$ cat src/rtl/ddr_arb_pkg.sv
// Shared definitions for the DDR read arbiter: FSM encoding and width helpers.
package ddr_arb_pkg;

    typedef enum logic [1:0] {
        ST_IDLE = 2'd0,
        ST_REQ  = 2'd1,
        ST_DATA = 2'd2,
        ST_GAP  = 2'd3
    } arb_state_t;

    function automatic int ch_idx_w(input int ch_num);
        return (ch_num > 1) ? $clog2(ch_num) : 1;
    endfunction

    function automatic int tmo_cnt_w(input int timeout);
        return (timeout > 1) ? $clog2(timeout) : 1;
    endfunction

endpackage

$ cat src/rtl/ddr_rd_arbiter_rr_pick.sv
// Round-robin picker: lowest requester strictly after ptr, with wrap.
// Latency: purely combinational.
// Backpressure: none; the caller decides when the winner is consumed.
module rr_pick #(
    parameter int N = 4,
    parameter int W = 2
) (
    input  logic [N-1:0] req,
    input  logic [W-1:0] ptr,
    output logic         vld,
    output logic [W-1:0] winner
);

    localparam logic [W:0] N_W = (W+1)'(N);

    logic [2*N-1:0] dbl;
    logic [N-1:0]   rot;
    logic [W:0]     base;
    logic [W-1:0]   off;
    logic [W:0]     sum;

    always_comb begin
        dbl  = {req, req};
        base = {1'b0, ptr} + {{W{1'b0}}, 1'b1};
        // base never exceeds N, so the window always stays inside the doubled vector
        rot  = dbl[base +: N];
        off  = '0;
        for (int i = N - 1; i >= 0; i--) begin
            if (rot[i]) begin
                off = W'(i);
            end
        end
        sum = base + {1'b0, off};
        if (sum >= N_W) begin
            sum = sum - N_W;
        end
        winner = sum[W-1:0];
        vld    = |req;
    end

endmodule

$ cat src/rtl/ddr_rd_arbiter.sv
// Grants one DDR read port to CH_NUM readers, whole bursts, round-robin.
// Latency: ch_rreq at t gives ddr_rreq at t+1; data/done steering is combinational.
// Backpressure: ddr_rreq held until ddr_rrdy; grant held until ddr_rdone or timeout.
module ddr_rd_arbiter
    import ddr_arb_pkg::*;
#(
    parameter int CH_NUM     = 4,
    parameter int ADDR_WIDTH = 27,
    parameter int LEN_WIDTH  = 16,
    parameter int DQ_WIDTH   = 32,
    parameter int TIMEOUT    = 4096
) (
    input  logic                             ddr_clk,
    input  logic                             ddr_rst,
    input  logic [CH_NUM-1:0]                ch_rreq,
    input  logic [CH_NUM*ADDR_WIDTH-1:0]     ch_raddr,
    input  logic [CH_NUM*LEN_WIDTH-1:0]      ch_rd_len,
    output logic [CH_NUM-1:0]                ch_rdone,
    output logic [CH_NUM-1:0]                ch_rdata_en,
    output logic [8*DQ_WIDTH-1:0]            ch_rdata,
    output logic                             ddr_rreq,
    output logic [ADDR_WIDTH-1:0]            ddr_raddr,
    output logic [LEN_WIDTH-1:0]             ddr_rd_len,
    input  logic                             ddr_rrdy,
    input  logic                             ddr_rdone,
    input  logic [8*DQ_WIDTH-1:0]            ddr_rdata,
    input  logic                             ddr_rdata_en,
    output logic [ch_idx_w(CH_NUM)-1:0]      grant_id,
    output logic                             busy,
    output logic                             timeout_err,
    output logic                             stray_err
);

    localparam int CH_IDX_W = ch_idx_w(CH_NUM);
    localparam int CNT_W    = tmo_cnt_w(TIMEOUT);
    localparam logic [CNT_W-1:0] TMO_LAST = CNT_W'(TIMEOUT - 1);

    arb_state_t             state;
    logic [CH_IDX_W-1:0]    ptr;
    logic [CNT_W-1:0]       tmo_cnt;

    logic                   pick_vld;
    logic [CH_IDX_W-1:0]    pick_id;
    logic [ADDR_WIDTH-1:0]  win_addr;
    logic [LEN_WIDTH-1:0]   win_len;
    logic                   in_data;
    logic                   tmo_hit;

    rr_pick #(
        .N (CH_NUM),
        .W (CH_IDX_W)
    ) u_rr_pick (
        .req    (ch_rreq),
        .ptr    (ptr),
        .vld    (pick_vld),
        .winner (pick_id)
    );

    assign win_addr = ch_raddr[pick_id*ADDR_WIDTH +: ADDR_WIDTH];
    assign win_len  = ch_rd_len[pick_id*LEN_WIDTH +: LEN_WIDTH];
    assign in_data  = (state == ST_DATA);
    assign tmo_hit  = ((state == ST_REQ) || (state == ST_DATA)) && (tmo_cnt == TMO_LAST);
    assign busy     = (state != ST_IDLE);
    assign ch_rdata = ddr_rdata;

    // Done pulses come from three sources: normal completion, forced release,
    // and zero-length requests retired straight out of IDLE.
    always_comb begin
        ch_rdata_en = '0;
        ch_rdone    = '0;
        if (in_data && ddr_rdata_en) begin
            ch_rdata_en[grant_id] = 1'b1;
        end
        if ((in_data && ddr_rdone) || tmo_hit) begin
            ch_rdone[grant_id] = 1'b1;
        end
        if ((state == ST_IDLE) && pick_vld && (win_len == '0)) begin
            ch_rdone[pick_id] = 1'b1;
        end
    end

    always_ff @(posedge ddr_clk or posedge ddr_rst) begin
        if (ddr_rst) begin
            state       <= ST_IDLE;
            ptr         <= CH_IDX_W'(CH_NUM - 1);
            grant_id    <= '0;
            ddr_rreq    <= 1'b0;
            ddr_raddr   <= '0;
            ddr_rd_len  <= '0;
            tmo_cnt     <= '0;
            timeout_err <= 1'b0;
            stray_err   <= 1'b0;
        end else begin
            if (!in_data && (ddr_rdata_en || ddr_rdone)) begin
                stray_err <= 1'b1;
            end
            case (state)
                ST_IDLE: begin
                    if (pick_vld) begin
                        grant_id   <= pick_id;
                        ptr        <= pick_id;
                        ddr_raddr  <= win_addr;
                        ddr_rd_len <= win_len;
                        if (win_len == '0) begin
                            state <= ST_GAP;
                        end else begin
                            state    <= ST_REQ;
                            ddr_rreq <= 1'b1;
                            tmo_cnt  <= '0;
                        end
                    end
                end
                ST_REQ: begin
                    if (tmo_hit) begin
                        timeout_err <= 1'b1;
                        ddr_rreq    <= 1'b0;
                        state       <= ST_GAP;
                    end else begin
                        tmo_cnt <= tmo_cnt + 1'b1;
                        if (ddr_rrdy) begin
                            ddr_rreq <= 1'b0;
                            state    <= ST_DATA;
                        end
                    end
                end
                ST_DATA: begin
                    if (ddr_rdone) begin
                        state <= ST_GAP;
                    end else if (tmo_hit) begin
                        timeout_err <= 1'b1;
                        state       <= ST_GAP;
                    end else begin
                        tmo_cnt <= tmo_cnt + 1'b1;
                    end
                end
                default: begin
                    state <= ST_IDLE;
                end
            endcase
        end
    end

endmodule

$ cat config.mk
export PLATFORM = sky130hd
export DESIGN_NAME = ddr_rd_arbiter
export DESIGN_NICKNAME = d
export VERILOG_FILES = /design/src/rtl/ddr_arb_pkg.sv /design/src/rtl/ddr_rd_arbiter_rr_pick.sv /design/src/rtl/ddr_rd_arbiter.sv
export SDC_FILE = /design/constraint.sdc
export NUM_CORES = 1
export LEC_CHECK = 0
export BUFFER_PORTS_ARGS = -buffer_cell sky130_fd_sc_hd__clkbuf_2
export CAP_MARGIN = 20
export CORE_AREA = 2 2 293 295
export DETAILED_ROUTE_END_ITERATION = 8
export DIE_AREA = 0 0 295 297
export PLACE_DENSITY = 0.3
export SETUP_SLACK_MARGIN = 0.1
export SLEW_MARGIN = 20
export SYNTH_ARGS = -nofsm -noshare
export SYNTH_HDL_FRONTEND = slang
export SYNTH_SLANG_ARGS = --single-unit
$ cat constraint.sdc
create_clock -name ddr_clk -period 3.7 [get_ports ddr_clk]
set_input_delay 0.555 -clock ddr_clk [delete_from_list [all_inputs] [get_ports ddr_clk]]
set_output_delay 0.555 -clock ddr_clk [all_outputs]
set_load 0.01 [all_outputs]
==> flow_summary_export.csv, run 1 <==
group,metric,value,unit
outcome,outcome,"finished, violations left",
outcome,violations,"negative setup slack",
worst_setup_path,cpPeakStageDelay,540,ps
clock_network,cts_tree,"done",
synth,ys_seq_area_frac,0.2553,
synth,postSynthAreaPerCell,9.940,sq um
timing,worst_pin_slew,731.1,ps
synth,ys_warn_count,0,
synth,synth_top_area_frac,0.3059,
timing,finalSetupTns,-717.0,ps
placed_design,place.gp.congestion,0.9522,
timing,final_hold_viol_count,0,
pwr,finalPower,7.049,mW
timing,timing.final.crit_share,1.066,
pwr,combPwrFrac,0.684,
floorplan,core.rowCount,107,
worst_setup_path,worstPathCellList,"inv_2, nor3b_2, a21oi_1, o21ai_1, a21oi_2, ha_4, nor4b_1, nand2_1, a221oi_2, buf_4, a21boi_4, nor2_4, o41ai_2, buf_2",
clock_network,cts.reportedPaths.clkPinSlew,80,ps
synth,synth_edf_count,0,
timing,grt_setup_unrepaired,"true",
worst_setup_path,critPathSlowestCell,"dfstp_2",
detailed_routing,drc,0,
final_layout,seqCellArea,1604,sq um
global_route,grt_first_pass_wirelength,46180,um
worst_setup_path,required,3140,ps
detailed_routing,ant_nets,0,
placed_design,post_dp_cell_area,7182,sq um
synth,netlist_instances,632,
timing,max_freq,253.6,MHz
placed_design,dp.final_hpwl,30010,um
final_layout,layout.nets,1088,
clock_network,clock-sinks,64,
timing,skew,25.48,ps
floorplan,die_w,295,um
worst_setup_path,crit_path_start_kind,"flop",
clock_network,numCtsBuffers,9,
detailed_routing,via_count,4856,
worst_setup_path,worstSetupEndpointType,"output port",
pwr,leakage,2.984,nW
pwr,power_frac_clock,0.128,
floorplan,die_area,87620,sq um
detailed_routing,wirelength,34850,um
final_layout,final_area,7757,sq um
final_layout,syn2layout_area_growth,23.48,%
synth,synth_area_leaders,"buf_4, dfrtp_1, mux4_2, mux2_2, nand3_1",
global_route,grt_max_degree,50,
timing,setup_slack,-243.9,ps
clock_network,h-tree-depth,3,
worst_setup_path,crit_buf_inv,3,
synth,ys_ff_latch,64,
pwr,ir_drop,0.4035,mV
final_layout,nFillCells,9808,
worst_setup_path,critPathArrivalTime,3390,ps
clock_network,clockRootBuffer,"clkbuf_16",
pwr,p_int,3.892,mW
synth,yosys.area.top_type,"buf_4",
final_layout,layout-drive-gt1-share,0.6471,
synth,synth_fp_nets,1075,
synth,async_reset_ff_frac,1.000,
final_layout,multi_input_area,2814,sq um
clock_network,postCtsHoldBufs,0,
floorplan,core-area,84480,sq um
placed_design,io_buffers,237,
clock_network,worstSkewPairLatency,390,ps
floorplan,start_util,0.07437,
detailed_routing,viasPerCell,2.708,
worst_hold_path,hold_class,"input port to async pin",
global_route,grt_usage,0.07914,
pwr,p_sw_frac,0.4479,
final_layout,n_antenna_cell,0,
global_route,overflow,0,
detailed_routing,first_pass_iters,4,
timing,drv_slew,0,
global_route,grt_pass1_vias,5347,
clock_network,clockBufferDepth,2,
pwr,p_per_area,908.6,nW/um^2
detailed_routing,wl_per_cell,19.43,um
worst_setup_path,critical_path_peak_fanout,7,
detailed_routing,drt_iter0_drc,213,
timing,max-slew-margin-rel,0.5075,
floorplan,die_h,297,um
synth,synthFlopType,"dfrtp_1",
pwr,power.switching,3.157,mW
synth,yosysMostFrequentCell,"buf_4",
global_route,antenna_found_initial,1,
final_layout,final_core_util,0.09183,
pwr,p_seq_frac,0.188,
run,drv_cap,0,
worst_setup_path,critPathKind,"flop to output port",
synth,syn_area,6282,sq um
timing,fin_crit,3944,ps
floorplan,num_io_pins,750,
synth,ys_types,51,
synth,synthTopCellsByCount,"buf_4, dfrtp_1, mux2_2",
worst_setup_path,critPathTopFamily,"compound AO/OA/AOI/OAI gates",
timing,setup_viol,4,
-- worst paths after layout --
| kind | startpoint | to | slack [ps] | cells after the start |
|---|---|---|---|---|
| min | ddr_rst | ddr_rd_len[13] | 100 | 2 |
| max in group asynchronous | ddr_rst | ddr_raddr[19] | 2780 | 3 |
| max | ptr[0] | ch_rdone[0] | -240 | 14 |
| min reg2reg | stray_err | stray_err | 490 | 1 |
| min in group ddr_clk | ddr_rdone | stray_err | 480 | 3 |
| max reg2reg | ptr[0] | tmo_cnt[3] | 340 | 18 |
-- layout make-up --
type | instances | share of cell area
clock inverter | 3 | 0.002258
timing repair buffer | 283 | 0.2061
clock buffer | 12 | 0.03306
multi-input combinational | 278 | 0.3627
tap | 1144 | 0.1845
sequential | 64 | 0.2068
inverter | 9 | 0.004516
-- per-stage QoR --
step	hold slack, ps	worst slack [ps]	cells
2_1_floorplan	497.7	107.3	632
3_3_place_gp	464.0	-321.1	1765
3_5_place_dp	473.3	-416.3	1765
4_1_cts	70.76	-524.3	1789
5_1_grt	91.93	-522.6	1793
6_report	97.59	-243.9	1793
-- flip-flops by register name (all words and copies together), names as in the netlist --
register	cells
ddr_raddr	27
ddr_rd_len	16
ddr_rreq	1
grant_id	2
ptr	2
state	2
stray_err	1
timeout_err	1
tmo_cnt	12
-- timing repair --
action,CTS,global route
setup buffers,9,4
endpoints found under the setup margin,4,11
pin swaps,16,7
endpoints found under the hold margin,0,0
gates resized for setup,32,17
-- cells by family (layout without fill, tap and decap cells) --
kind of cell	count (synthesis)	after routing	synth area share
buf+inv	290	307	0.3302
simple gates	129	129	0.1070
mux	88	88	0.2348
flops	64	64	0.2553
compound gates	53	53	0.05796
fa+ha+maj	6	6	0.01195
xor+xnor	2	2	0.002789
-- power by group through the flow --
| stage | combinational [mW] | clock, mW | sequential (mW) |
|---|---|---|---|
| final | 4.82 | 0.904 | 1.33 |
| after CTS | 4.91 | 0.985 | 1.33 |
| after global routing | 5.24 | 0.995 | 1.38 |
| after detailed placement | 4.60 | 0 | 1.34 |
| after floorplan | 3.02 | 0 | 1.39 |
| after global placement | 4.58 | 0 | 1.33 |
-- placed cells by master (no fill, tap or decap), types with 9 or more instances in the layout --
cell type / instances
clkbuf_16: 9
buf_4: 36
dfrtp_1: 62
nor2_1: 17
nor4_1: 9
clkbuf_2: 233
mux4_2: 43
nand3_1: 24
nand2_1: 27
mux2_2: 45
-- routing by layer --
layer / vias up / part of all wire / track usage
li1: 2015 / - / -
met1: 2304 / 0.31 / 0.06957
met2: 438 / 0.49 / 0.1338
met3: 99 / 0.12 / 0.04520
met4: 0 / 0.079 / 0.05855
met5: - / 0 / 0
No activity file was read; power rests on OpenSTA's default activity.
==> run 2, diff against run 1 <==
--- a/config.mk
+++ b/config.mk
@@ -5,11 +5,12 @@
 export SDC_FILE = /design/constraint.sdc
 export NUM_CORES = 1
 export LEC_CHECK = 0
+export ABC_AREA = 1
 export BUFFER_PORTS_ARGS = -buffer_cell sky130_fd_sc_hd__clkbuf_2
 export CAP_MARGIN = 20
-export CORE_AREA = 2 2 293 295
+export CORE_AREA = 2 2 296 298
 export DETAILED_ROUTE_END_ITERATION = 8
-export DIE_AREA = 0 0 295 297
+export DIE_AREA = 0 0 298 300
 export PLACE_DENSITY = 0.3
 export SETUP_SLACK_MARGIN = 0.1
 export SLEW_MARGIN = 20
==> flow_summary_export.csv, run 2 <==
group,metric,value,unit
timing,worst_pin_slew,675.6,ps
worst_setup_path,worstSetupEndpointType,"output port",
timing,fin_crit,3869,ps
synth,synth_edf_count,0,
global_route,grt_first_pass_wirelength,45090,um
timing,finalSetupTns,-625.2,ps
global_route,antenna_found_initial,5,
worst_setup_path,cp-startpoint,"ptr[0]",
floorplan,core.rowCount,108,
pwr,combPwrFrac,0.783,
clock_network,clock-sinks,64,
clock_network,cts_tree,"done",
worst_setup_path,r2r-start,"ptr[0]",
timing,max_freq,258.5,MHz
timing,skew,18.69,ps
clock_network,numCtsBuffers,9,
detailed_routing,drt_iter0_drc,313,
final_layout,layout.nets,1419,
final_layout,n_antenna_cell,0,
final_layout,top_regs,"ddr_raddr x27, ddr_rd_len x16, tmo_cnt x12",
global_route,grt_max_degree,47,
global_route,overflow,0,
timing,max-slew-margin-rel,0.5491,
synth,ys_seq_area_frac,0.2506,
final_layout,syn2layout_area_growth,26.94,%
pwr,leakage,3.814,nW
synth,synth_top_area_frac,0.3003,
pwr,ir_drop,0.5445,mV
timing,grt_setup_unrepaired,"true",
floorplan,core-area,86210,sq um
clock_network,worstSkewPairLatency,380,ps
outcome,violations,"negative setup slack",
final_layout,nFillCells,10270,
synth,synth_area_leaders,"buf_4, dfrtp_1, nand2_1, nand3_1, nand4_1",
detailed_routing,wl_per_cell,15.42,um
final_layout,largest_register_ffs,27,
global_route,grt_pass1_vias,6216,
worst_setup_path,critical_path_peak_fanout,12,
clock_network,cts.reportedPaths.clkPinSlew,70,ps
pwr,power.switching,6.029,mW
worst_setup_path,critPathArrivalTime,3310,ps
pwr,p_per_area,1310,nW/um^2
synth,syn_area,6400,sq um
detailed_routing,ant_nets,0,
clock_network,clockBufferDepth,2,
placed_design,dp.final_hpwl,26680,um
synth,yosysMostFrequentCell,"nand2_1",
floorplan,die_area,89400,sq um
placed_design,place.gp.congestion,0.7759,
pwr,p_seq_frac,0.116,
timing,setup_viol,4,
synth,ys_types,36,
placed_design,dp_worst_setup_slack,-194.1,ps
pwr,p_int,4.615,mW
detailed_routing,drc,0,
pwr,finalPower,10.64,mW
synth,synthTopCellsByCount,"nand2_1, buf_4, dfrtp_1",
worst_setup_path,critPathKind,"flop to output port",
synth,ys_warn_count,0,
synth,async_reset_ff_frac,1.000,
pwr,power_frac_clock,0.101,
floorplan,die_w,298,um
synth,yosys.area.top_type,"buf_4",
placed_design,io_buffers,237,
final_layout,final_common_cell,"nand2_1",
clock_network,h-tree-depth,3,
detailed_routing,first_pass_iters,5,
global_route,grt_usage,0.07173,
final_layout,final_cell_mix,"nand2_1, clkbuf_2, dfrtp_1",
synth,synth_fp_nets,1413,
timing,final_hold_viol_count,0,
clock_network,clockRootBuffer,"clkbuf_16",
detailed_routing,via_count,6119,
synth,postSynthAreaPerCell,6.598,sq um
worst_hold_path,hold_class,"input port to async pin",
detailed_routing,viasPerCell,2.865,
final_layout,final_area,8124,sq um
placed_design,post_dp_cell_area,7274,sq um
floorplan,start_util,0.07423,
worst_setup_path,crit_path_start_kind,"flop",
timing,drv_slew,0,
floorplan,die_h,300,um
floorplan,num_io_pins,750,
detailed_routing,wirelength,32940,um
final_layout,layout-drive-gt1-share,0.3925,
synth,ys_ff_latch,64,
outcome,outcome,"finished, violations left",
synth,netlist_instances,970,
timing,timing.final.crit_share,1.046,
synth,synthFlopType,"dfrtp_1",
pwr,p_sw_frac,0.5664,
timing,setup_slack,-168.8,ps
run,drv_cap,0,
final_layout,top_register,"ddr_raddr",
worst_setup_path,required,3140,ps
[run 2: power groups by stage]
stage | combinational [mW] | clock (mW) | sequential, mW
finish | 8.34 | 1.07 | 1.23
global route | 9.40 | 1.17 | 1.28
CTS | 8.52 | 1.17 | 1.24
detailed placement | 7.42 | 0 | 1.25
global placement | 7.44 | 0 | 1.25
floorplan | 4.14 | 0 | 1.31
[run 2: cell type report]
cell class,instances,area (sq um),area share
timing repair buffer,283,1672,0.2058
sequential,64,1604,0.1974
tap,1155,1445,0.1779
inverter,41,165.2,0.02033
clock buffer,9,225.2,0.02772
multi-input combinational,577,2909,0.3581
clock inverter,7,103.9,0.01278
[run 2: worst paths after layout]
path                                 endpoint  slack [ps]  cells after the start
worst max-delay path              ch_rdone[2]        -170                     23
worst min-delay path              tmo_cnt[10]         150                      2
worst max register to register     tmo_cnt[9]         450                     22
worst min register to register    tmo_cnt[11]         480                      2
max in group asynchronous              ptr[0]        2760                      3
min in group ddr_clk            ddr_raddr[15]         420                      3
[run 2: what timing repair did]
| action | in CTS | in global routing |
|---|---|---|
| endpoints found under the setup margin | 4 | 4 |
| pin swaps | 26 | 16 |
| cloned | 1 | 0 |
| setup buffers | 13 | 0 |
| hold buffers | 0 | 0 |
| gates resized for setup | 78 | 25 |
[run 2: through the flow]
step,std cells,utilization,hold WS (ps)
after global routing,2136,0.09423,158.4
final,2136,0.09423,155.0
after floorplan,970,-,441.9
after CTS,2136,0.09329,149.5
after detailed placement,2106,0.08438,461.9
after global placement,2106,0.08435,464.0
[run 2: logic make-up after synthesis]
| family | count (synthesis) | share of synthesized area |
|---|---|---|
| AND/OR/NAND/NOR | 511 | 0.3331 |
| buffers and inverters | 329 | 0.3492 |
| flip-flops | 64 | 0.2506 |
| AO/OA/AOI/OAI | 58 | 0.05240 |
| adder cells (fa/ha/maj) | 6 | 0.01173 |
| XOR/XNOR | 1 | 0.001369 |
| multiplexers | 1 | 0.001564 |
[run 2: worst max-delay path, cell delays in order, from the launching register on]
cell,delay (ps)
dfstp_2,580
inv_4,70
nand2_4,60
nand3_2,70
nand2_2,100
nand3_2,70
nand2_2,70
nand2_2,60
ha_4,160
xor2_2,180
inv_1,70
nand3_2,110
buf_6,150
buf_12,140
nand3_2,100
nand2_4,60
nor2_4,130
nand3_4,110
nor2_4,130
buf_6,140
nand3_4,100
nand2_2,70
nand2_1,60
buf_2,140
[run 2: layer usage]
| layer | vias to the layer above | global-route usage | share of wire |
|---|---|---|---|
| li1 | 2818 | - | - |
| met1 | 2803 | 0.08566 | 0.41 |
| met2 | 362 | 0.1062 | 0.44 |
| met3 | 130 | 0.02984 | 0.097 |
| met4 | 6 | 0.04391 | 0.051 |
| met5 | - | 0.004762 | 0.0028 |
==> run 3, diff against run 2 <==
--- a/config.mk
+++ b/config.mk
@@ -8,9 +8,9 @@
 export ABC_AREA = 1
 export BUFFER_PORTS_ARGS = -buffer_cell sky130_fd_sc_hd__clkbuf_2
 export CAP_MARGIN = 20
-export CORE_AREA = 2 2 296 298
+export CORE_AREA = 2 2 291 293
 export DETAILED_ROUTE_END_ITERATION = 8
-export DIE_AREA = 0 0 298 300
+export DIE_AREA = 0 0 293 295
 export PLACE_DENSITY = 0.3
 export SETUP_SLACK_MARGIN = 0.1
 export SLEW_MARGIN = 20
==> constraint.sdc (replaced) <==
create_clock -name ddr_clk -period 3.82 [get_ports ddr_clk]
set_input_delay 0.573 -clock ddr_clk [delete_from_list [all_inputs] [get_ports ddr_clk]]
set_output_delay 0.573 -clock ddr_clk [all_outputs]
set_load 0.01 [all_outputs]
==> flow_summary_export.csv, run 3 (synthesis gave the netlist of run 2 again) <==
group,metric,value,unit
floorplan,start_util,0.07696,
floorplan,die_area,86440,sq um
placed_design,place.gp.congestion,0.8449,
clock_network,numCtsBuffers,9,
final_layout,final_cell_mix,"nand2_1, clkbuf_2, dfrtp_1",
worst_hold_path,hold_class,"input port to async pin",
timing,skew,20.96,ps
final_layout,nFillCells,9734,
timing,fin_crit,3760,ps
clock_network,cts_tree,"done",
timing,hold_ws,316.2,ps
timing,worst_pin_slew,857.9,ps
global_route,antenna_found_initial,3,
detailed_routing,viasPerCell,2.938,
floorplan,die_h,295,um
global_route,overflow,0,
floorplan,die_w,293,um
placed_design,io_buffers,237,
clock_network,h-tree-depth,3,
detailed_routing,wl_per_cell,17.10,um
floorplan,core.rowCount,106,
clock_network,clockRootBuffer,"clkbuf_16",
clock_network,worstSkewPairLatency,380,ps
global_route,grt_first_pass_wirelength,47980,um
final_layout,final_common_cell,"nand2_1",
clock_network,clock-sinks,64,
clock_network,cts.reportedPaths.clkPinSlew,80,ps
placed_design,dp.final_hpwl,29540,um
timing,drv_slew,0,
detailed_routing,wirelength,34960,um
detailed_routing,drc,0,
timing,max_freq,265.9,MHz
worst_setup_path,worstSetupEndpointType,"output port",
global_route,grt_pass1_vias,6394,
final_layout,top_register,"ddr_raddr",
timing,grt_setup_unrepaired,"true",
timing,final_hold_viol_count,0,
final_layout,top_regs,"ddr_raddr x27, ddr_rd_len x16, tmo_cnt x12",
final_layout,syn2layout_area_growth,21.29,%
pwr,leakage,3.648,nW
timing,max-slew-margin-rel,0.4280,
floorplan,core-area,83160,sq um
pwr,ir_drop,0.4754,mV
timing,setup_viol,0,
pwr,p_per_area,1232,nW/um^2
worst_setup_path,crit_path_start_kind,"flop",
floorplan,num_io_pins,750,
final_layout,layout.nets,1403,
worst_setup_path,critPathArrivalTime,3190,ps
worst_setup_path,required,3250,ps
pwr,finalPower,9.561,mW
final_layout,layout-drive-gt1-share,0.3745,
detailed_routing,ant_nets,0,
outcome,outcome,"complete, no violations",
run,drv_cap,0,
timing,timing.final.crit_share,0.9843,
worst_setup_path,critical_path_peak_fanout,7,
detailed_routing,via_count,6005,
clock_network,postCtsHoldBufs,0,
worst_setup_path,critPathKind,"flop to output port",
global_route,grt_usage,0.07940,
final_layout,largest_register_ffs,27,
detailed_routing,first_pass_iters,4,
detailed_routing,drt_iter0_drc,244,
clock_network,clockBufferDepth,2,
final_layout,n_antenna_cell,0,
global_route,grt_max_degree,37,
run 3: cell types whose count changed in the layout (fill, tap and decap cells not counted), moves of 4 or more:
cell / previous run / this run
buf_4: 32 / 20
nand2_1: 337 / 342
nand3_2: 17 / 9
nor2_2: 5 / 9
nor2_4: 9 / 5
nand2_2: 20 / 24
nand2_4: 18 / 8
nand3_1: 31 / 38
run 3: path summary, 6_finish.rpt:
| check | startpoint | end | slack, ps | cells after the start |
|---|---|---|---|---|
| max in group asynchronous | ddr_rst | ptr[0] | 2480 | 3 |
| min reg2reg | timeout_err | timeout_err | 460 | 2 |
| min | ddr_rst | ddr_raddr[19] | 320 | 2 |
| max reg2reg | ptr[0] | tmo_cnt[3] | 750 | 21 |
| min in group ddr_clk | ch_raddr[15] | ddr_raddr[15] | 450 | 3 |
| max | ptr[0] | ch_rdone[0] | 60 | 23 |
run 3: per-layer routing:
metal	global-route usage	vias to the layer above	wire length, um	part of all wire
met5	0	-	0	0
met4	0.03965	0	1368	0.039
met3	0.03872	103	3711	0.11
met2	0.1237	374	15990	0.46
met1	0.09021	2749	13890	0.40
li1	-	2779	-	-
run 3: timing repair:
| action | 4_1_cts | 5_1_grt |
|---|---|---|
| pin swaps | 15 | 17 |
| gates resized for setup | 57 | 25 |
| buffers inserted | 3 | 2 |
| endpoints found under the setup margin | 4 | 4 |
| cloned | 1 | 0 |
run 3: layout make-up:
type / instances / area (sq um) / area share
clock inverters: 6 / 70.07 / 0.009026
multi-input cells: 577 / 2840 / 0.3659
repair buffers: 267 / 1506 / 0.1941
well taps: 1080 / 1351 / 0.1741
clock buffers: 9 / 225.2 / 0.02901
inverters: 41 / 165.2 / 0.02128
flip-flops and latches: 64 / 1604 / 0.2066
run 3: report_power, final:
part	switching (mW)	leakage, nW	internal (mW)
Clock	0.422	0.134	0.507
Sequential	0.197	0.785	0.997
Combinational	4.97	2.73	2.47
Total	5.59	3.65	3.97
run 3: stage by stage:
step	util	cells	worst slack, ps	setup TNS [ps]	instance area (sq um)
3_3_place_gp	0.08533	2023	-21.23	-59.93	7096
5_1_grt	0.09335	2044	-179.5	-687.1	7762
2_1_floorplan	-	970	525.8	0	6400
3_5_place_dp	0.08533	2023	-22.21	-58.74	7096
4_1_cts	0.09199	2042	43.12	0	7650
6_report	0.09335	2044	59.83	0	7762
run 3: worst max-delay path: stages (launching register included):
cell	delay [ps]
dfstp_2	590
inv_4	70
nand2_4	60
nand3_2	60
nand2_2	90
nand3_2	70
nand2_2	70
nand2_2	60
ha_4	180
xor2_4	180
inv_2	60
nand3_4	90
nand2_8	110
buf_12	170
nand2_4	70
nand2_4	50
nor2_4	130
nand3_4	100
nor2_4	120
buf_6	140
nand3_4	100
nand2_2	80
nand2_1	50
buf_2	140
